**src/rtl/nvm_synapse_array_ctrl.sv**
```systemverilog
// Wishbone slave that fans one weight bit per macro out to a bank of NVM
// synapse macros (or gathers one bit back from each of them). The host is
// acked once every enabled macro has acked, or when the op times out.
// Handshake: a host request is stb & cyc & base-address hit & ~ack; a macro
// request is mac_stb_o[i], and mac_ack_i[i] only counts while it is high.
module nvm_synapse_array_ctrl #(
   parameter int          NUM_OF_MACRO   = 16,
   parameter logic [31:0] ADDR_BASE      = 32'h3000_0000,
   parameter logic [31:0] MACRO_ADDR     = 32'h3000_000C,
   parameter logic [7:0]  MEM_HIGH       = 8'hFF,
   parameter logic [7:0]  MEM_LOW        = 8'h00,
   parameter int          TIMEOUT_CYCLES = 256
) (
   input  logic                      wb_clk_i,
   input  logic                      wb_rst_i,
   input  logic                      wbs_stb_i,
   input  logic                      wbs_cyc_i,
   input  logic                      wbs_we_i,
   input  logic [3:0]                wbs_sel_i,
   input  logic [31:0]               wbs_dat_i,
   input  logic [31:0]               wbs_adr_i,
   output logic [31:0]               wbs_dat_o,
   output logic                      wbs_ack_o,
   output logic [NUM_OF_MACRO-1:0]   mac_stb_o,
   output logic                      mac_we_o,
   output logic [3:0]                mac_sel_o,
   output logic [31:0]               mac_adr_o,
   output logic [23:0]               mac_cmd_o,
   output logic [8*NUM_OF_MACRO-1:0] mac_wdat_o,
   input  logic [NUM_OF_MACRO-1:0]   mac_rdat_i,
   input  logic [NUM_OF_MACRO-1:0]   mac_ack_i
);

   localparam int N  = NUM_OF_MACRO;
   localparam int TW = $clog2(TIMEOUT_CYCLES);
   localparam logic [TW-1:0] TIMER_MAX = TW'(TIMEOUT_CYCLES - 1);

   typedef enum logic [1:0] {ST_IDLE, ST_ISSUE, ST_ACK} state_t;

   state_t          state_q, state_d;
   logic [N-1:0]    mask_q, mask_d;
   logic            status_to_q, status_to_d;
   logic [N-1:0]    fail_q, fail_d;
   logic            we_l_q, we_l_d;
   logic [3:0]      sel_l_q, sel_l_d;
   logic [23:0]     cmd_l_q, cmd_l_d;
   logic [N-1:0]    wbit_l_q, wbit_l_d;
   logic [N-1:0]    mask_l_q, mask_l_d;
   logic [N-1:0]    seen_q, seen_d;
   logic [N-1:0]    rd_q, rd_d;
   logic [TW-1:0]   timer_q, timer_d;
   logic            ack_q, ack_d;
   logic [31:0]     dat_q, dat_d;

   logic            in_issue;
   logic            req;
   logic [N-1:0]    ack_eff;
   logic [N-1:0]    seen_next;
   logic [N-1:0]    rd_next;
   logic [31:0]     mask_ext, fail_ext, rd_ext;

   assign in_issue  = (state_q == ST_ISSUE);
   assign req       = wbs_stb_i & wbs_cyc_i & (wbs_adr_i[31:8] == ADDR_BASE[31:8]) & ~ack_q;
   assign ack_eff   = in_issue ? (mac_ack_i & mac_stb_o) : '0;
   assign seen_next = seen_q | ack_eff;
   assign rd_next   = (rd_q & ~ack_eff) | (ack_eff & mac_rdat_i);

   assign wbs_ack_o = ack_q;
   assign wbs_dat_o = dat_q;
   assign mac_adr_o = MACRO_ADDR;
   assign mac_stb_o = in_issue ? (mask_l_q & ~seen_q) : '0;
   assign mac_we_o  = in_issue & we_l_q;
   assign mac_sel_o = in_issue ? sel_l_q : 4'h0;
   assign mac_cmd_o = in_issue ? cmd_l_q : 24'h0;

   // Expand the latched weight bits into per-macro data bytes
   for (genvar i = 0; i < N; i++) begin : g_wdat
      assign mac_wdat_o[8*i +: 8] = in_issue ? (wbit_l_q[i] ? MEM_HIGH : MEM_LOW) : 8'h00;
   end

   // Zero-extend the N-bit registers onto the 32-bit read bus
   always_comb begin
      mask_ext = '0;
      fail_ext = '0;
      rd_ext   = '0;
      mask_ext[N-1:0] = mask_q;
      fail_ext[N-1:0] = fail_q;
      rd_ext[N-1:0]   = rd_next;
   end

   // Next-state logic: register decode in IDLE, macro ack collection in ISSUE
   always_comb begin
      state_d     = state_q;
      mask_d      = mask_q;
      status_to_d = status_to_q;
      fail_d      = fail_q;
      we_l_d      = we_l_q;
      sel_l_d     = sel_l_q;
      cmd_l_d     = cmd_l_q;
      wbit_l_d    = wbit_l_q;
      mask_l_d    = mask_l_q;
      seen_d      = seen_q;
      rd_d        = rd_q;
      timer_d     = timer_q;
      ack_d       = 1'b0;
      dat_d       = 32'h0;
      case (state_q)
         ST_IDLE: begin
            if (req) begin
               case (wbs_adr_i[7:0])
                  8'h00: begin
                     if (mask_q == '0) begin
                        state_d = ST_ACK;
                        ack_d   = 1'b1;
                        fail_d  = '0;
                     end else begin
                        state_d  = ST_ISSUE;
                        we_l_d   = wbs_we_i;
                        sel_l_d  = wbs_sel_i;
                        cmd_l_d  = wbs_dat_i[31:8];
                        wbit_l_d = wbs_dat_i[N-1:0];
                        mask_l_d = mask_q;
                        seen_d   = '0;
                        rd_d     = '0;
                        timer_d  = '0;
                     end
                  end
                  8'h04: begin
                     state_d = ST_ACK;
                     ack_d   = 1'b1;
                     if (wbs_we_i) mask_d = wbs_dat_i[N-1:0];
                     else          dat_d  = mask_ext;
                  end
                  8'h08: begin
                     state_d = ST_ACK;
                     ack_d   = 1'b1;
                     if (wbs_we_i) begin
                        if (wbs_dat_i[1]) status_to_d = 1'b0;
                     end else begin
                        dat_d = {30'h0, status_to_q, 1'b0};
                     end
                  end
                  8'h0C: begin
                     state_d = ST_ACK;
                     ack_d   = 1'b1;
                     if (!wbs_we_i) dat_d = fail_ext;
                  end
                  default: begin
                     state_d = ST_ACK;
                     ack_d   = 1'b1;
                  end
               endcase
            end
         end
         ST_ISSUE: begin
            if (!(wbs_stb_i && wbs_cyc_i)) begin
               // host abandoned the cycle: stop driving macros, no ack
               state_d = ST_IDLE;
            end else begin
               seen_d  = seen_next;
               rd_d    = rd_next;
               timer_d = timer_q + TW'(1);
               if (seen_next == mask_l_q) begin
                  // completion beats a coincident timeout
                  state_d = ST_ACK;
                  ack_d   = 1'b1;
                  fail_d  = '0;
                  dat_d   = we_l_q ? 32'h0 : rd_ext;
               end else if (timer_q == TIMER_MAX) begin
                  state_d     = ST_ACK;
                  ack_d       = 1'b1;
                  status_to_d = 1'b1;
                  fail_d      = mask_l_q & ~seen_next;
                  dat_d       = we_l_q ? 32'h0 : rd_ext;
               end
            end
         end
         ST_ACK: begin
            state_d = ST_IDLE;
         end
         default: begin
            state_d = ST_IDLE;
         end
      endcase
   end

   // All state registers, synchronous active-high reset
   always_ff @(posedge wb_clk_i) begin
      if (wb_rst_i) begin
         state_q     <= ST_IDLE;
         mask_q      <= '1;
         status_to_q <= 1'b0;
         fail_q      <= '0;
         we_l_q      <= 1'b0;
         sel_l_q     <= 4'h0;
         cmd_l_q     <= 24'h0;
         wbit_l_q    <= '0;
         mask_l_q    <= '0;
         seen_q      <= '0;
         rd_q        <= '0;
         timer_q     <= '0;
         ack_q       <= 1'b0;
         dat_q       <= 32'h0;
      end else begin
         state_q     <= state_d;
         mask_q      <= mask_d;
         status_to_q <= status_to_d;
         fail_q      <= fail_d;
         we_l_q      <= we_l_d;
         sel_l_q     <= sel_l_d;
         cmd_l_q     <= cmd_l_d;
         wbit_l_q    <= wbit_l_d;
         mask_l_q    <= mask_l_d;
         seen_q      <= seen_d;
         rd_q        <= rd_d;
         timer_q     <= timer_d;
         ack_q       <= ack_d;
         dat_q       <= dat_d;
      end
   end

endmodule

```
**config.mk**
```make
export PLATFORM = sky130hd
export DESIGN_NAME = nvm_synapse_array_ctrl
export DESIGN_NICKNAME = d
export VERILOG_FILES = /design/src/rtl/nvm_synapse_array_ctrl.sv
export SDC_FILE = /design/constraint.sdc
export NUM_CORES = 1
export LEC_CHECK = 0
export ABC_AREA = 1
export CAP_MARGIN = 40
export CORE_UTILIZATION = 40
export CTS_CLUSTER_SIZE = 8
export DETAILED_ROUTE_END_ITERATION = 10
export HOLD_SLACK_MARGIN = 0.12
export PLACE_DENSITY = 0.78
export RECOVER_POWER = 100
export SLEW_MARGIN = 20
export SYNTH_ARGS = -nofsm -noshare
export SYNTH_HDL_FRONTEND = slang
export SYNTH_SLANG_ARGS = --single-unit
```
**constraint.sdc**
```tcl
create_clock -name wb_clk_i -period 2.26 [get_ports wb_clk_i]
set_clock_uncertainty 0.1 [all_clocks]
set_input_delay 0.226 -clock wb_clk_i [delete_from_list [all_inputs] [get_ports wb_clk_i]]
set_output_delay 0.226 -clock wb_clk_i [all_outputs]
set_load 0.01 [all_outputs]
```
Word level (Yosys, flattened, before mapping)
Index checks and enable logic that the tools add are counted.
- bits of input ports: 105
- register bits after elaboration: 169
- output and inout bits: 238
- logic and storage cells: 148
- mux-type cells: 87
- reduce and logical (&&, ||, !) cells: 11
- equal/unequal tests: 19
- add/subtract/negate cells: 1
- bitwise logic cells: 16
- operator list (operator ; count):
    $mux 16 ; 20
    $mux 8 ; 36
    $pmux 16 s2 ; 4
    $and 16x16->16 ; 5
    $not 16->16 ; 3
    $pmux 16 s3 ; 1
    $or 16x16->16 ; 2
    $eq 24x22->1 const B ; 1
    $mux 24 ; 1
    $eq 16x16->1 ; 1
    $eq 8x4->1 const B ; 2
    $logic_not 16->1 ; 1
    $pmux 8 s2 ; 1
    $mux 2 ; 7
    $mux 1 ; 13
    $ne 2x2->1 const B ; 6
    $add 8x1->8 const B ; 1
    $eq 8x3->1 const B ; 1
    $eq 8x8->1 const B ; 1
    $logic_not 8->1 ; 1
    $ne 2x1->1 const B ; 4
    $reduce_and 4->1 ; 2
    $reduce_and 8->1 ; 1
    $reduce_and 6->1 ; 1
    other kinds (13) ; 18

Longest topological paths before layout
- word-level depth: 13
- gate-level depth with buffers: 19

Worst setup path before layout
No wires, ideal clock.
- path type: register -> register
- start point: register state_q[0]
- end point: register fail_q[6]
- setup slack: -429 ps
- setup time: 113 ps
- stages on the path, launching flop included: 20
- arrival: 2477 ps
- cells stage by stage: dfxtp_1 -> inv_2 -> nor2_4 -> inv_2 -> buf_2 -> nor2_1 -> a21oi_1 -> ha_1 -> nand2_1 -> inv_1 -> nand2_1 -> nor2_1 -> nand2_1 -> nand3_1 -> nand2_1 -> nor2_2 -> buf_2 -> nand3_1 -> nand2_1 -> nor2_1
- elaborated cells on any way between the ends: 20
- RTL lines (item ; RTL line ; RTL):
    start, declared ; 40 ; state_t state_q, state_d;
    start signal, assigned ; 205 ; state_q <= state_d;
    $eq 2x1->1 (*) ; 62 ; assign in_issue = (state_q == ST_ISSUE);
    $mux 16 (*) ; 71 ; assign mac_stb_o = in_issue ? (mask_l_q & ~seen_q) : '0;
    via mac_stb_o[13] ; 24 ; output logic [NUM_OF_MACRO-1:0] mac_stb_o,
    $and 16x16->16 (*) ; 64 ; assign ack_eff = in_issue ? (mac_ack_i & mac_stb_o) : '0;
    $mux 16 (*) ; 64 ;
    $or 16x16->16 (*) ; 65 ; assign seen_next = seen_q | ack_eff;
    $eq 16x16->1 (*) ; 163 ; if (seen_next == mask_l_q) begin
    $mux 16 ; 163 ;
    $mux 16 ; 156 ; if (!(wbs_stb_i && wbs_cyc_i)) begin
    $pmux 16 s2 ; 107 ; case (state_q)
    end signal, assigned ; 208 ; fail_q <= fail_d;
    end, declared ; 43 ; logic [N-1:0] fail_q, fail_d;
The timed path passes the listed nets; every way through them passes the cells marked *. The select of a mux whose other input is x is not followed.
A chain may end at the register's enable or synchronous reset.

Final worst setup path
- start point: register state_q[1]
- end point: register dat_q[15], in the netlist wbs_dat_o[15]
- longest elaborated chain between the ends: 12
- elaborated cells on any way between the ends: 16
- RTL lines (item ; RTL line ; RTL):
    $eq 2x1->1 ; 62, 107 ;
    $mux 16 ; 71 ;
    $and 16x16->16 ; 64 ;
    $mux 16 ; 64 ;
    $not 16->16 ; 66 ; assign rd_next = (rd_q & ~ack_eff) | (ack_eff & mac_rdat_i);
    $and 16x16->16 ; 66 ;
    $or 16x16->16 ; 66 ;
    $mux 16 ; 168, 174 ;
    $mux 16 ; 169 ; end else if (timer_q == TIMER_MAX) begin
    $mux 16 ; 163 ;
    $mux 16 ; 156 ;
    $pmux 16 s2 (*) ; 107 ;
    end signal, assigned ; 218 ; dat_q <= dat_d;
    end, declared ; 53 ; logic [31:0] dat_q, dat_d;
Every way passes the cells marked *; elsewhere a longest branch is shown, timed or not.

==> results.ini <==
[outcome]
status = finished with violations
violations = negative setup slack

[synthesis]
yosysWarnings = 0
synth_cell_types = 30
synthCells = 1254
ys_ff_latch = 145
ys_async_sr_fraction = 0
synthTopCellsByArea = dfxtp_1 34%, buf_4 15%, nor2_1 9.3%
synth-main-ff-cell = dfxtp_1
synth_area_mm2 = 0.00850
synth_top_area_cell = dfxtp_1
ys_seq_area_frac = 0.341
synth-edff-count = 0
syn_avg_cell_area_um2 = 6.78
netlist.area_leader.share = 0.341

[drt]
routedWlPerCell_um = 15.1
drcViolationCount = 0
vias = 8711
dr.pass1.iters = 7
drt-initial-drc-count = 650
ant_nets = 0
viasPerCell = 4.91
wl_um = 26800

[hold_path]
hold-path-endpoint = wbit_l_q[0]$_SDFFE_PP0P_
hp-class = in -> reg
min_path_cells = 3
hold_start = wbs_dat_i[0]

[clock_network]
cts.sinks = 145
tritoncts = yes
clk_pin_slew_ns = 0.06
cts_buffers = 17
clk_path_buf_depth = 2
clkLatencyLatePin_ns = 0.42
cts_hold_buf = 0
h-tree-depth = 4
cts_root_buffer = clkbuf_16

[floorplanning]
num_rows = 52
dieArea_mm2 = 0.0218
fp.dieH_um = 148
initial_core_util = 0.414
die_w_um = 148
core_mm2 = 0.0206
ios = 343

[finish]
diodes = 0
areaGrowthSynthToFinish_pct = 43.3
layout-drive-gt1-share = 0.158
n_fill_cell = 1880
final_cell_area_mm2 = 0.0122
fin_util = 0.593
final_nets = 1613
final_common_cell = nor2_1
layout_common_cells = 188 x nor2_1, 144 x dfxtp_1, 137 x nand2_1

[power_and_ir_drop]
p_leak_nw = 5.73
ir_drop_uv = 541
total_power_mw = 5.94
power.density_mw_per_mm2 = 488

[global_route]
grt_overflow = 0
antenna_found_initial = 0
grt_pass1_wl_um = 41000
grt_max_degree = 67
grt_pass1_vias = 8044
grt_util_all_layers = 0.237

[sta]
period_needed_ns = 2.60
max_freq_ghz = 0.385
rsz0062_at_grt = yes
hold_slack_ns = 0.272
setup_viol = 35
worst_pin_slew_ns = 0.845
slew_headroom = 0.436
timing.final.hold_violations = 0
setup_slack_ns = -0.339
layout_worst_path_cycle_share = 1.15
slew_viol_final = 0

[setup_path]
rrSetupSlack_ns = -0.34
reg2reg_depth = 16
worst_ep_required_time_ns = 2.50
start_kind = flip-flop
end_kind = flip-flop
rr_endpoint = wbs_dat_o[15]$_SDFF_PP0_
arrival_ns = 2.84
path_max_fanout = 8
crit_type = reg -> reg
r2r_start = state_q[1]$_SDFFE_PP0P_

[place]
post-place-ws_ns = -0.364
routabilityCongestion = 0.875
post_dp_cell_area_mm2 = 0.0113
portBuffers = 294
dp.final_hpwl_um = 19100

[flow_run]
drv_cap = 0

-- power by group --
group          internal, mW  switching [mW]
registers              2.56   0.00000000148
clock network          1.88            1.15
logic                 0.190           0.167
-- routing by layer --
layer  up-vias  track usage  wire (um)
met2       407        0.406      13300
met3        50       0.0664       2250
met1      3977        0.281      10600
met4         0       0.0856        694
met5         -            0          0
li1       4277            -          -
-- worst max-delay path: stages (launching register included) --
cell and delay [ns]:
dfxtp_1 0.34, nor2_4 0.13, buf_12 0.16, inv_8 0.06, buf_4 0.14, nor2_4 0.14
a21oi_4 0.08, ha_1 0.29, nand2_1 0.07, inv_2 0.07, nand4_1 0.11, nor2_2 0.17
nor2_2 0.08, nor2_4 0.17, buf_8 0.16, nand3_1 0.09, a21oi_2 0.14
-- state kept, by name (all words and copies together), names as in the netlist, 2 cells and up --
| register | cells |
|---|---|
| cmd_l_q | 24 |
| fail_q | 16 |
| mask_l_q | 16 |
| mask_q | 16 |
| rd_q | 16 |
| seen_q | 16 |
| sel_l_q | 4 |
| state_q | 2 |
| timer_q | 8 |
| wbit_l_q | 8 |
| wbs_dat_o | 16 |
-- final cells by class --
type / count / area, um^2 / share of cell area
Timing Repair inverter: 2 / 27.5 / 0.00226
Clock buffer: 19 / 443 / 0.0364
Multi-Input combinational cell: 791 / 4060 / 0.333
Inverter: 135 / 514 / 0.0422
Timing Repair Buffer: 399 / 3710 / 0.305
Clock inverter: 13 / 183 / 0.0150
Sequential cell: 145 / 2900 / 0.238
Tap cell: 270 / 338 / 0.0277
-- how the worst max path moves through the flow --
stage / start / end / depth (start not counted)
floorplan: state_q[0]$_SDFFE_PP0P_ / wbs_dat_o[10]$_SDFF_PP0_ / 18
CTS: state_q[0]$_SDFFE_PP0P_ / wbs_dat_o[9]$_SDFF_PP0_ / 18
finish: state_q[1]$_SDFFE_PP0P_ / wbs_dat_o[15]$_SDFF_PP0_ / 16
global placement: state_q[0]$_SDFFE_PP0P_ / wbs_dat_o[11]$_SDFF_PP0_ / 17
global route: state_q[0]$_SDFFE_PP0P_ / wbs_dat_o[12]$_SDFF_PP0_ / 17
detailed placement: state_q[0]$_SDFFE_PP0P_ / wbs_dat_o[9]$_SDFF_PP0_ / 17
-- synthesized netlist by cell type (all sizes together), types with 3 or more instances --
master / n
nand2: 144
xor2: 3
o211ai: 17
nand3: 100
nand4: 20
nor2: 222
nor3: 7
inv: 133
a21oi: 107
dfxtp: 145
buf: 202
ha: 17
clkbuf: 27
o21ai: 102
-- repair_timing --
item | CTS | global route
setup buffers | 10 | 7
cloned | 3 | 1
pin swaps | 14 | 16
gates resized for setup | 186 | 120
endpoints found under the setup margin | 201 | 148
hold endpoints to repair | 0 | 0
-- stage by stage --
stage	setup TNS, ns	cells
floorplan	-4.15	1300
global placement	-6.92	1723
detailed placement	-9.29	1723
CTS	-9.29	1768
global route	-13.18	1774
finish	-9.23	1774
-- logic make-up (layout without fill, tap and decap cells) --
| group | after synthesis | in the layout | share of synthesized area |
|---|---|---|---|
| flops | 145 | 145 | 0.341 |
| simple gates | 495 | 495 | 0.248 |
| buf+inv | 364 | 568 | 0.241 |
| other cells | 2 | 48 | 0.000883 |
| xor+xnor | 4 | 4 | 0.00412 |
| fa+ha+maj | 17 | 17 | 0.0250 |
| compound gates | 227 | 227 | 0.140 |
No activity file was read; power rests on OpenSTA's default activity.
==> edit 1 (same flow settings) <==
The parameter `TIMEOUT_CYCLES` goes from 256 to 512.
--- a/src/rtl/nvm_synapse_array_ctrl.sv
+++ b/src/rtl/nvm_synapse_array_ctrl.sv
@@ -10,5 +10,5 @@
    parameter logic [7:0]  MEM_HIGH       = 8'hFF,
    parameter logic [7:0]  MEM_LOW        = 8'h00,
-   parameter int          TIMEOUT_CYCLES = 256
+   parameter int          TIMEOUT_CYCLES = 512
 ) (
    input  logic                      wb_clk_i,
Function: same outputs for any inputs over 4 cycles, from zero or initial values and one cycle with wb_rst_i high; that may be too few to reach the edited logic, so the function may still have changed.
==> edit 1 against the unedited design <==
  * The run still ends with setup timing left
  * Sequential power hardly changed
  * Power hardly changed
  * Global-route usage fell by 1.1 points
  * Sequential share of layout area grew 0.74 points
  * Worst setup slack worse by 66 ps
  * Sequential cell count rose by 1
  * Hold slack gained 6.2 ps
  * Wire length fell by 4.3%
  * Core utilization shrank 1.0 points
  * Synthesized area fell by 1.1%
  * Final area down 2.4%
  * Critical path depth increased by 3
  * Critical path type unchanged
  * Critical endpoint is now wbs_dat_o[10]
  * Highest routed layer unchanged
==> edit 1: results (changes against the unedited design) <==
- Status: finished with violations
- Failing checks: setup timing
- Share of cells above drive strength 1: 0.204 (+0.0458)
- Comb power frac: 0.056 (-0.004)
- Drt pass-1 iters: 5 (-2)
- Largest cells by area after synthesis: dfxtp_1, buf_4, nor2_1
- Post-Synthesis Mean Instance Area: 6.75 um2 (-0.42%)
- Post-synth top cells: nor2_1, nand2_1, buf_4, dfxtp_1, inv_1
- Cell variety after synth: 31 (+3.3%)
- Routability cong.: 0.906 (+3.5%)
- Setup ws final: -405 ps (-66.1 ps)
- Seq pwr share: 0.433 (+0.003)
- Net Switching: 0.00130 W (-1.4%)
- Adder-Cell Fraction of Synth Area: 0.0268 (+0.00177)
- WL final: 25,600 um (-4.3%)
- Slowest-stage cell, CP: dfxtp_2
- Total GRT Usage: 0.226 (-0.0110)
- Vias in the first global route: 7,646 (-4.9%)
- DR WL/cell: 14.5 um (-4.1%)
- M1 GR Usage: 0.289 (+0.00726)
- Largest net degree at the start of global routing: 62 (-7.5%)
- VDD IR max: 0.000495 V (-8.6%)
- Routed wl met2: 12,300 um (-7.5%)
- Final setup fails: 36 (+2.9%)
- Initial DRC Count: 595 (-8.5%)
- Routed met3 length: 1990 um (-11%)
## edit 1: cell types whose count changed after synthesis, moves of 3 or more
cell,delta
buf_2,-4
buf_4,+3
clkbuf_1,-5
inv_2,-3
nand2_1,+56
nand3_1,-30
nand4_1,-16
nor2_1,+13
nor2_2,-6
o21ai_0,-10
o21ai_1,-6
## edit 1: area by class of cell
class / instances / share of cell area
inverter: 132 / 0.0421
multi-input combinational: 788 / 0.335
antenna: 1 / 0.000210
clock inverter: 12 / 0.0150
tap: 270 / 0.0284
sequential: 146 / 0.246
timing repair buffer: 402 / 0.295
clock buffer: 20 / 0.0376
## edit 1: repair_timing
item | CTS | global route
gates resized for setup | 206 | 251
buffers inserted | 8 | 11
setup endpoints to repair | 206 | 139
pin swaps | 22 | 20
cloned | 2 | 2
## edit 1: per-stage QoR
| step | TNS, ps | util | area, um2 | hold WS (ps) | total power (W) |
|---|---|---|---|---|---|
| 2_1_floorplan | -1180 | - | 8760 | 261 | 0.00279 |
| 3_3_place_gp | -9490 | 0.549 | 11200 | 360 | 0.00296 |
| 3_5_place_dp | -13840 | 0.549 | 11200 | 369 | 0.00296 |
| 4_1_cts | -9730 | 0.584 | 11900 | 271 | 0.00596 |
| 5_1_grt | -18460 | 0.582 | 11900 | 291 | 0.00610 |
| 6_report | -11700 | 0.582 | 11900 | 279 | 0.00594 |
## edit 1: path summary, 6_finish.rpt
kind,depth (start not counted),end,startpoint,slack [ps]
hold reg to reg,2,seen_q[13],seen_q[13],380
setup reg to reg,19,wbs_dat_o[10],state_q[0],-400
hold / removal,3,wbit_l_q[4],wbs_dat_i[4],280
setup / recovery,19,wbs_dat_o[10],state_q[0],-400
## edit 1: tightest hold or removal path, cell delays in order
cell,delay (ps)
clkdlybuf4s50_1,400
inv_1,70
a21oi_1,60
==> edit 2 (same flow settings) <==
Made on the original files. Take the reset off `rd_q` and `dat_q` and load them in a clocked block of their own.
--- a/src/rtl/nvm_synapse_array_ctrl.sv
+++ b/src/rtl/nvm_synapse_array_ctrl.sv
@@ -198,8 +198,6 @@
          mask_l_q    <= '0;
          seen_q      <= '0;
-         rd_q        <= '0;
          timer_q     <= '0;
          ack_q       <= 1'b0;
-         dat_q       <= 32'h0;
       end else begin
          state_q     <= state_d;
@@ -213,11 +211,14 @@
          mask_l_q    <= mask_l_d;
          seen_q      <= seen_d;
-         rd_q        <= rd_d;
          timer_q     <= timer_d;
          ack_q       <= ack_d;
-         dat_q       <= dat_d;
       end
    end
 
+   always_ff @(posedge wb_clk_i) begin
+      rd_q  <= rd_d;
+      dat_q <= dat_d;
+   end
+
 endmodule
 
Function: differs if wb_rst_i is asserted again (counterexample within 4 cycles, from zero or initial values and one cycle with wb_rst_i high); with wb_rst_i held inactive, the same outputs for 4 cycles.
==> edit 2 against the unedited design <==
  * The flow still finishes with violations (setup timing)
  * Die area is 3.0% higher
  * Sequential cell count is the same
  * Final area grew 1.7%
  * Worst setup slack gained 32 ps
  * Combinational power shrank 8.7%
  * Power fell by 6.1%
  * Synthesized area grew 3.1%
  * Wire length grew 3.5%
  * Count of clock-buffer cells in the layout decreased by 2
  * Synthesized cell count is 0.88% higher
==> edit 2: results (changes against the unedited design) <==
- Status: finished with violations
- Failing checks: setup timing
- Largest cells by area after synthesis: dfxtp_1, buf_4, nor2_1
- Routability cong.: 0.914 (+4.5%)
- EDFF count, synth: 16 (+16)
- Largest net degree at the start of global routing: 63 (-6.0%)
- DP HPWL: 19,600 um (+2.3%)
- Post-Synthesis Cell Area: 8760 um2 (+3.1%)
- Seq/Total Area, Yosys: 0.349 (+0.00814)
- Worst skew pair latency: 440 ps (+20 ps)
- Post-synth top cells: nor2_1, nand2_1, buf_4, dfxtp_1, inv_1
- VDD IR max: 0.000418 V (-23%)
- Setup ws final: -307 ps (+32.0 ps)
- Share of cells above drive strength 1: 0.257 (+0.0987)
- Vias: 8,670 (-0.47%)
- Cell variety after synth: 37 (+23%)
- Slew Limit Headroom: 0.607 (+0.172)
- Initial DRC Count: 599 (-7.8%)
- Cells after Synth: 1,265 (+0.88%)
- Slowest-stage cell, CP: dfxtp_2
- Fin nets: 1,646 (+2.0%)
- Drt pass-1 iters: 5 (-2)
- WL final: 27,700 um (+3.5%)
- Vias in the first global route: 8,226 (+2.3%)
- Total GRT Usage: 0.239 (+0.00194)
- Port Buffers: 294 (unchanged)
- CP arrival: 2770 ps (-70 ps)
- Final setup fails: 36 (+2.9%)
- Leakage dissipation: 5.75 nW (+0.30%)
- First-pass GRT wire length: 41,400 um (+1.0%)
-- edit 2: cell count changes after synthesis, moves of 12 or more --
cell	delta
nand2_1	+74
a21oi_1	-56
nor2_1	+26
o211ai_1	-17
buf_2	-16
dfxtp_1	-16
edfxtp_1	+16
o21ai_0	-15
nor2_4	+12
-- edit 2: repair_timing --
item | 4_1_cts | 5_1_grt
pin swaps | 2 | 11
gates resized for setup | 355 | 200
buffers inserted | 10 | 19
gates cloned | 3 | 4
endpoints found under the setup margin | 193 | 186
-- edit 2: cells by family (layout without fill, tap and decap cells) --
logic type,Yosys count,after routing,share of synthesized area
xor+xnor,4,4,0.00400
flops,145,145,0.349
simple gates,612,613,0.307
fa+ha+maj,17,17,0.0243
compound gates,129,129,0.0748
buf+inv,356,581,0.239
other cells,2,48,0.000857
-- edit 2: power breakdown --
| part | internal (W) | switching [W] | leakage, nW |
|---|---|---|---|
| Clock | 0.00144 | 0.00122 | 0.267 |
| Combinational | 0.000182 | 0.000144 | 4.27 |
| Sequential | 0.00259 | 0.000000000000929 | 1.21 |
-- edit 2: path summary, 6_finish.rpt --
kind	start	to	slack, ps	depth (start not counted)
worst max-delay path	state_q[0]	fail_q[11]	-310	17
worst min-delay path	wbs_dat_i[26]	cmd_l_q[18]	270	3
worst min register to register	timer_q[5]	timer_q[5]	390	2
worst max register to register	state_q[0]	fail_q[11]	-310	17
-- edit 2: area by class of cell --
cell class / count / area, um2 / area share
multi-input cells: 811 / 4160 / 0.336
repair buffers: 417 / 3760 / 0.304
flip-flops and latches: 145 / 3070 / 0.247
inverters: 132 / 503 / 0.0406
clock buffers: 17 / 425 / 0.0343
well taps: 275 / 344 / 0.0278
clock inverters: 15 / 125 / 0.0101
-- edit 2: routing by layer --
layer	routed length [um]	track usage
met3	1700	0.0439
met4	1160	0.111
met1	10800	0.274
met5	0	0
met2	14000	0.427
-- edit 2: critical path: cells and delay by family (launching register included) --
kind	cells	cell delay, ps
and+or+nand+nor	10	1010
buffers and inverters	4	490
DFF	1	340
adders and majority gates	1	290
AOI/OAI and AO/OA	2	210
-- edit 2: per-stage QoR --
stage	TNS [ps]	instance area (um2)	setup slack [ps]	power, W
after detailed placement	-2850	11500	-154	0.00297
final	-8820	12400	-307	0.00558
after global routing	-14120	12400	-414	0.00575
after floorplan	-1260	9030	-78.9	0.00281
after CTS	-3140	12300	-122	0.00562
after global placement	-584	11500	-67.9	0.00297
